==> config.mk <==
export PLATFORM = sky130hd
export DESIGN_NAME = photon_count_controller
export DESIGN_NICKNAME = d
export VERILOG_FILES = /design/src/rtl/photon_count_controller.sv
export SDC_FILE = /design/constraint.sdc
export NUM_CORES = 1
export LEC_CHECK = 0
export BUFFER_PORTS_ARGS = -buffer_cell sky130_fd_sc_hd__buf_2
export CAP_MARGIN = 10
export CORE_AREA = 2 2 80 82
export DETAILED_ROUTE_END_ITERATION = 12
export DIE_AREA = 0 0 82 84
export PLACE_DENSITY_LB_ADDON = 0.12
export RECOVER_POWER = 25
export SYNTH_ARGS = -nofsm -noshare
export SYNTH_HDL_FRONTEND = slang
export SYNTH_SLANG_ARGS = --single-unit
export TNS_END_PERCENT = 30
==> constraint.sdc <==
create_clock -name CLK -period 1.9 [get_ports CLK]
set_input_delay 0.095 -clock CLK [delete_from_list [all_inputs] [get_ports CLK]]
set_output_delay 0.095 -clock CLK [all_outputs]
set_load 0.02 [all_outputs]
==> src/rtl/photon_count_controller.sv <==
// photon_count_controller
// Decodes opcode/argument command words from the SPI receive path and
// sequences a programmable counting gate across the photon counter bank,
// plus per-channel readout requests with an acknowledge handshake.
module photon_count_controller #(
  parameter int CMD_WIDTH    = 16,
  parameter int OPCODE_WIDTH = 4,
  parameter int GATE_WIDTH   = 24,
  parameter int GATE_DEFAULT = 1000,
  parameter int N_CHANNELS   = 4,
  parameter int CH_SEL_WIDTH = 2
) (
  input  logic                    CLK,
  input  logic                    RST_N,
  input  logic [CMD_WIDTH-1:0]    RX,
  input  logic                    RX_VALID,
  input  logic                    READ_ACK,
  output logic                    COUNT_CLR,
  output logic                    COUNT_EN,
  output logic                    END_COUNT,
  output logic                    READ_DATA,
  output logic [CH_SEL_WIDTH-1:0] READ_CH,
  output logic                    BUSY,
  output logic                    CMD_ERR
);

  localparam int ARG_W = CMD_WIDTH - OPCODE_WIDTH;
  localparam int HI_W  = GATE_WIDTH - ARG_W;

  localparam logic [2:0] S_IDLE     = 3'd0;
  localparam logic [2:0] S_CLEAR    = 3'd1;
  localparam logic [2:0] S_COUNTING = 3'd2;
  localparam logic [2:0] S_DONE     = 3'd3;
  localparam logic [2:0] S_READOUT  = 3'd4;

  localparam logic [OPCODE_WIDTH-1:0] OP_ABORT   = OPCODE_WIDTH'(0);
  localparam logic [OPCODE_WIDTH-1:0] OP_START   = OPCODE_WIDTH'(1);
  localparam logic [OPCODE_WIDTH-1:0] OP_SET_LO  = OPCODE_WIDTH'(2);
  localparam logic [OPCODE_WIDTH-1:0] OP_SET_HI  = OPCODE_WIDTH'(3);
  localparam logic [OPCODE_WIDTH-1:0] OP_READ    = OPCODE_WIDTH'(4);

  logic [2:0]              r_state;
  logic [GATE_WIDTH-1:0]   r_gate;
  logic [GATE_WIDTH-1:0]   r_timer;
  logic [CH_SEL_WIDTH-1:0] r_ch;
  logic                    r_count_clr;
  logic                    r_count_en;
  logic                    r_end_count;
  logic                    r_read_data;
  logic                    r_busy;
  logic                    r_cmd_err;

  logic [OPCODE_WIDTH-1:0] w_op;
  logic [ARG_W-1:0]        w_arg;
  logic                    w_abort;
  logic                    w_other;
  logic                    w_ch_ok;
  logic [2:0]              w_ns;
  logic                    w_err;
  logic                    w_gate_lo_we;
  logic                    w_gate_hi_we;
  logic                    w_ch_we;

  assign w_op    = RX[CMD_WIDTH-1 -: OPCODE_WIDTH];
  assign w_arg   = RX[ARG_W-1:0];
  assign w_abort = RX_VALID && (w_op == OP_ABORT);
  assign w_other = RX_VALID && (w_op != OP_ABORT);
  // Channel range is judged on the whole argument, not just the select bits
  assign w_ch_ok = (w_arg < ARG_W'(N_CHANNELS));

  // Next-state and command decode
  always_comb begin
    w_ns         = r_state;
    w_err        = 1'b0;
    w_gate_lo_we = 1'b0;
    w_gate_hi_we = 1'b0;
    w_ch_we      = 1'b0;
    case (r_state)
      S_IDLE: begin
        if (RX_VALID) begin
          case (w_op)
            OP_ABORT:  ;
            OP_START:  if (r_gate == '0) w_err = 1'b1; else w_ns = S_CLEAR;
            OP_SET_LO: w_gate_lo_we = 1'b1;
            OP_SET_HI: w_gate_hi_we = 1'b1;
            OP_READ: begin
              if (w_ch_ok) begin
                w_ch_we = 1'b1;
                w_ns    = S_READOUT;
              end else begin
                w_err = 1'b1;
              end
            end
            default:   w_err = 1'b1;
          endcase
        end
      end
      S_CLEAR: begin
        w_err = w_other;
        w_ns  = w_abort ? S_IDLE : S_COUNTING;
      end
      S_COUNTING: begin
        // Abort takes priority over a coincident expiry: no END_COUNT
        if (w_abort) begin
          w_ns = S_IDLE;
        end else begin
          w_err = w_other;
          if (r_timer == GATE_WIDTH'(1)) w_ns = S_DONE;
        end
      end
      S_DONE: begin
        w_err = w_other;
        w_ns  = S_IDLE;
      end
      S_READOUT: begin
        w_err = w_other;
        if (w_abort || READ_ACK) w_ns = S_IDLE;
      end
      default: w_ns = S_IDLE;
    endcase
  end

  // State, gate register, timer and channel latch
  always_ff @(posedge CLK or negedge RST_N) begin
    if (!RST_N) begin
      r_state <= S_IDLE;
      r_gate  <= GATE_WIDTH'(GATE_DEFAULT);
      r_timer <= '0;
      r_ch    <= '0;
    end else begin
      r_state <= w_ns;
      if (w_gate_lo_we) r_gate[ARG_W-1:0] <= w_arg;
      if (w_gate_hi_we) r_gate[GATE_WIDTH-1:ARG_W] <= w_arg[HI_W-1:0];
      if (r_state == S_CLEAR) r_timer <= r_gate;
      else if (r_state == S_COUNTING) r_timer <= r_timer - GATE_WIDTH'(1);
      if (w_ch_we) r_ch <= w_arg[CH_SEL_WIDTH-1:0];
    end
  end

  // Outputs registered from the next state so each lines up with its state
  always_ff @(posedge CLK or negedge RST_N) begin
    if (!RST_N) begin
      r_count_clr <= 1'b0;
      r_count_en  <= 1'b0;
      r_end_count <= 1'b0;
      r_read_data <= 1'b0;
      r_busy      <= 1'b0;
      r_cmd_err   <= 1'b0;
    end else begin
      r_count_clr <= (w_ns == S_CLEAR);
      r_count_en  <= (w_ns == S_COUNTING);
      r_end_count <= (w_ns == S_DONE);
      r_read_data <= (w_ns == S_READOUT);
      r_busy      <= (w_ns != S_IDLE);
      r_cmd_err   <= w_err;
    end
  end

  assign COUNT_CLR = r_count_clr;
  assign COUNT_EN  = r_count_en;
  assign END_COUNT = r_end_count;
  assign READ_DATA = r_read_data;
  assign READ_CH   = r_ch;
  assign BUSY      = r_busy;
  assign CMD_ERR   = r_cmd_err;

endmodule

==> run summary <==
## Yosys
- area share of the largest cell type after synthesis: 41.6%
- distinct cell type count of the synthesized netlist: 49
- synthesized instance count: 329
- Post-synth ARST share: 100%
- biggest area contributors in the synthesized netlist: sky130_fd_sc_hd__dfrtp_1 42%, sky130_fd_sc_hd__mux2_2 9.2%, sky130_fd_sc_hd__dfstp_2 4.9%
- sequential-to-total area share from yosys stat: 46.5%
- number of synthesis warnings: 0
- number of flops mapped to enable cells by yosys: 0
- flip-flop cell with the highest count after synthesis: sky130_fd_sc_hd__dfrtp_1
- Yosys top cell by area: sky130_fd_sc_hd__dfrtp_1
- list of most frequent post-synthesis cells: 53 x sky130_fd_sc_hd__dfrtp_1, 34 x sky130_fd_sc_hd__nor2_1, 26 x sky130_fd_sc_hd__mux2_2
- average cell area after synthesis: 9.70 um^2
- Yosys reg bits: 59
- cell with the most instances after synthesis: sky130_fd_sc_hd__dfrtp_1
- net count after synthesis: 351
- area of the mapped netlist: 3190 um^2

## Floorplanning
- full die area: 6890 um^2
- Die Width: 82 um
- Core Area: 6100 um^2
- vertical die dimension: 84 um
- row cnt: 29
- initial cell density of the core: 52.4%
- I/O Pins: 28

## Cells and area
- fraction of layout cells with a size suffix above 1: 35.7%
- area of the multi-input gates: 1700 um^2
- area added between synthesis and finish: 25.4%
- Layout fillers: 493
- total inserted antenna cells: 0
- FF+latch area: 1490 um^2
- final net count: 415

## Setup path
- crit path max-delay cell type: sky130_fd_sc_hd__dfrtp_2
- Slowest Stage Delay on Critical Path: 440 ps
- Worst Path Buf+Inv: 1
- critical path peak fanout: 4
- sort of element at the start of the critical path: register
- Arrival @ worst endpoint: 2130 ps
- required time worst endpoint: 2150 ps
- kind of capture point of the worst setup path: register
- Setup Crit Path Kind: register to register
- ordered list of cells on the worst path: nor4_4 > buf_4 > nand4_1 > o41ai_2 > a21oi_1 > a311oi_1
- cell family with most CP delay: compound AO/OA/AOI/OAI gates

## Detailed routing
- highest layer used for signal routing: met4
- DR vias: 2870
- met1 wire length: 3950 um
- Met2 Wirelength: 3950 um
- total length of routed met3 wires: 468 um
- number of nets with antenna violations after detailed routing: 0
- drc violations: 0
- drt via density: 6.04
- Pre-Repair DR Iteration Count: 4
- iteration-0 DRC count of the detailed router: 226
- mean routed wirelength per cell: 17.9 um
- total wirelength of the detailed-routed design: 8490 um

## STA
- setup repair after global routing missed its margin: yes
- ratio of final minimum period to clock period: 99.2%
- maximum clock frequency: 531 MHz
- number of hold-slack violations in the final timing report: 0
- final max-slew violation count: 0
- Final Skew: 8.93 ps
- slew at the pin with the worst max-slew slack: 875 ps
- PnR worst setup slack: 15.7 ps
- final setup fails: 0
- total negative slack for setup checks: 0 ps
- worst-case headroom to the max-slew limit: 41.6%
- fin crit period: 1880 ps

## Run status
- result of the run: complete, no violations

## Worst hold path
- Min-Delay Path Class: primary input to register

## GRT
- maximum number of pins on one net before global-route repair: 35
- wire length of the first global-routing pass: 14200 um
- initial antenna violation count: 0
- global route total overflow: 0
- number of global-route vias before repair: 2698
- GRT Util Overall: 27.4%

## Clock tree
- clock buffer count from CTS: 9
- clock transition at the registers of the reported paths: 70 ps
- CTS tree: built
- source-to-sink clock delay at the later pin of the worst-skew pair: 350 ps
- buffers from clock root to sink, at most: 2
- clock root buffer: sky130_fd_sc_hd__clkbuf_8
- CTS H-tree depth: 3
- clock net sink count: 59

## Power
- Power Dens Cells: 1320 nW/um^2
- maximum resistive drop on vdd: 818 uV
- static power due to leakage: 0.00171 uW

## Placed design
- post-place setup slack: -59.2 ps
- number of I/O port buffers: 27
- routability cong.: 0.843
- Final HPWL DP: 6200 um

## Run
- max_cap viols: 0

-- state kept, by name (all words and copies together) (netlist names) --
signal / cells
BUSY: 1
END_COUNT: 1
r_timer: 24
CMD_ERR: 1
READ_CH: 2
COUNT_EN: 1
COUNT_CLR: 1
READ_DATA: 1
r_state: 3
r_gate: 24
-- logic make-up (layout without fill, tap and decap cells) --
logic type,Yosys count,after routing,synth area share [%]
buf+inv,25,94,3.02
simple gates,136,136,24.4
xor+xnor,1,1,0.274
compound gates,79,79,15.6
mux,27,27,9.49
fa+ha+maj,2,2,0.784
flops,59,59,46.5
-- power breakdown --
group,switching (uW),internal [uW]
logic,977,848
clock network,548,746
registers,449,1700
total,1970,3290
-- area by class of cell --
| type | instances | area share [%] |
|---|---|---|
| clock inverter | 7 | 2.56 |
| multi-input combinational | 245 | 42.6 |
| tap | 77 | 2.41 |
| clock buffer | 9 | 3.10 |
| sequential | 59 | 37.1 |
| inverter | 7 | 0.657 |
| timing repair buffer | 71 | 11.5 |
-- worst paths after layout --
kind / from / end / slack (ps) / cells after the start
setup / recovery: r_timer[4]$_DFFE_PN0P_ / r_timer[15]$_DFFE_PN0P_ / 20 / 6
hold / removal: RX[8] / r_gate[20]$_DFFE_PN0P_ / 10 / 2
setup reg to reg: r_timer[4]$_DFFE_PN0P_ / r_timer[15]$_DFFE_PN0P_ / 20 / 6
hold reg to reg: READ_CH[1]$_DFFE_PN0P_ / READ_CH[1]$_DFFE_PN0P_ / 500 / 1
max in group asynchronous: RST_N / r_timer[4]$_DFFE_PN0P_ / 780 / 3
min in group asynchronous: RST_N / r_timer[23]$_DFFE_PN0P_ / 430 / 3
-- worst register-to-register path, cell delays in order, from the launching register on --
cell	delay, ps
sky130_fd_sc_hd__dfrtp_2	440
sky130_fd_sc_hd__nor4_4	360
sky130_fd_sc_hd__buf_4	200
sky130_fd_sc_hd__nand4_1	160
sky130_fd_sc_hd__o41ai_2	290
sky130_fd_sc_hd__a21oi_1	130
sky130_fd_sc_hd__a311oi_1	210
-- repair_timing --
action,CTS,global route
hold endpoints to repair,53,0
setup endpoints to repair,3,27
gates resized for setup,3,9
pin swaps,2,4
setup buffers,0,1
hold buffers,1,0
-- metrics by stage --
stage          cell area [um^2]  hold slack, ps  power [uW]  std cells  utilization [%]
2_1_floorplan              3220            -201        3160        329                -
3_3_place_gp               3700             123        3830        457             60.7
3_5_place_dp               3700             126        3880        457             60.7
4_1_cts                    3960            1.72        5210        474             64.9
5_1_grt                    4000            9.88        5610        475             65.6
6_report                   4000            10.8        5270        475             65.6
-- metal layers --
metal / vias to the layer above / GRT usage [%]
li1: 1373 / -
met2: 87 / 38.1
met1: 1397 / 41.9
met4: 0 / 8.03
met3: 13 / 7.25
met5: - / 0
-- cells in the final DEF (no fill, tap or decap), types with 4 or more instances in the layout --
master	n
sky130_fd_sc_hd__dfstp_2	6
sky130_fd_sc_hd__o21ai_0	20
sky130_fd_sc_hd__nor3_1	9
sky130_fd_sc_hd__buf_2	26
sky130_fd_sc_hd__clkinv_4	4
sky130_fd_sc_hd__dfrtp_1	51
sky130_fd_sc_hd__nand2_1	23
sky130_fd_sc_hd__inv_1	5
sky130_fd_sc_hd__a22oi_1	7
sky130_fd_sc_hd__nand2b_1	5
sky130_fd_sc_hd__nor4_1	13
sky130_fd_sc_hd__o22ai_1	4
sky130_fd_sc_hd__nor2_1	34
sky130_fd_sc_hd__mux2_2	26
sky130_fd_sc_hd__buf_4	41
sky130_fd_sc_hd__nand3_1	11
sky130_fd_sc_hd__nor4b_1	4
sky130_fd_sc_hd__a21oi_1	25
sky130_fd_sc_hd__clkbuf_8	9
(Power assumes the default switching activity.)
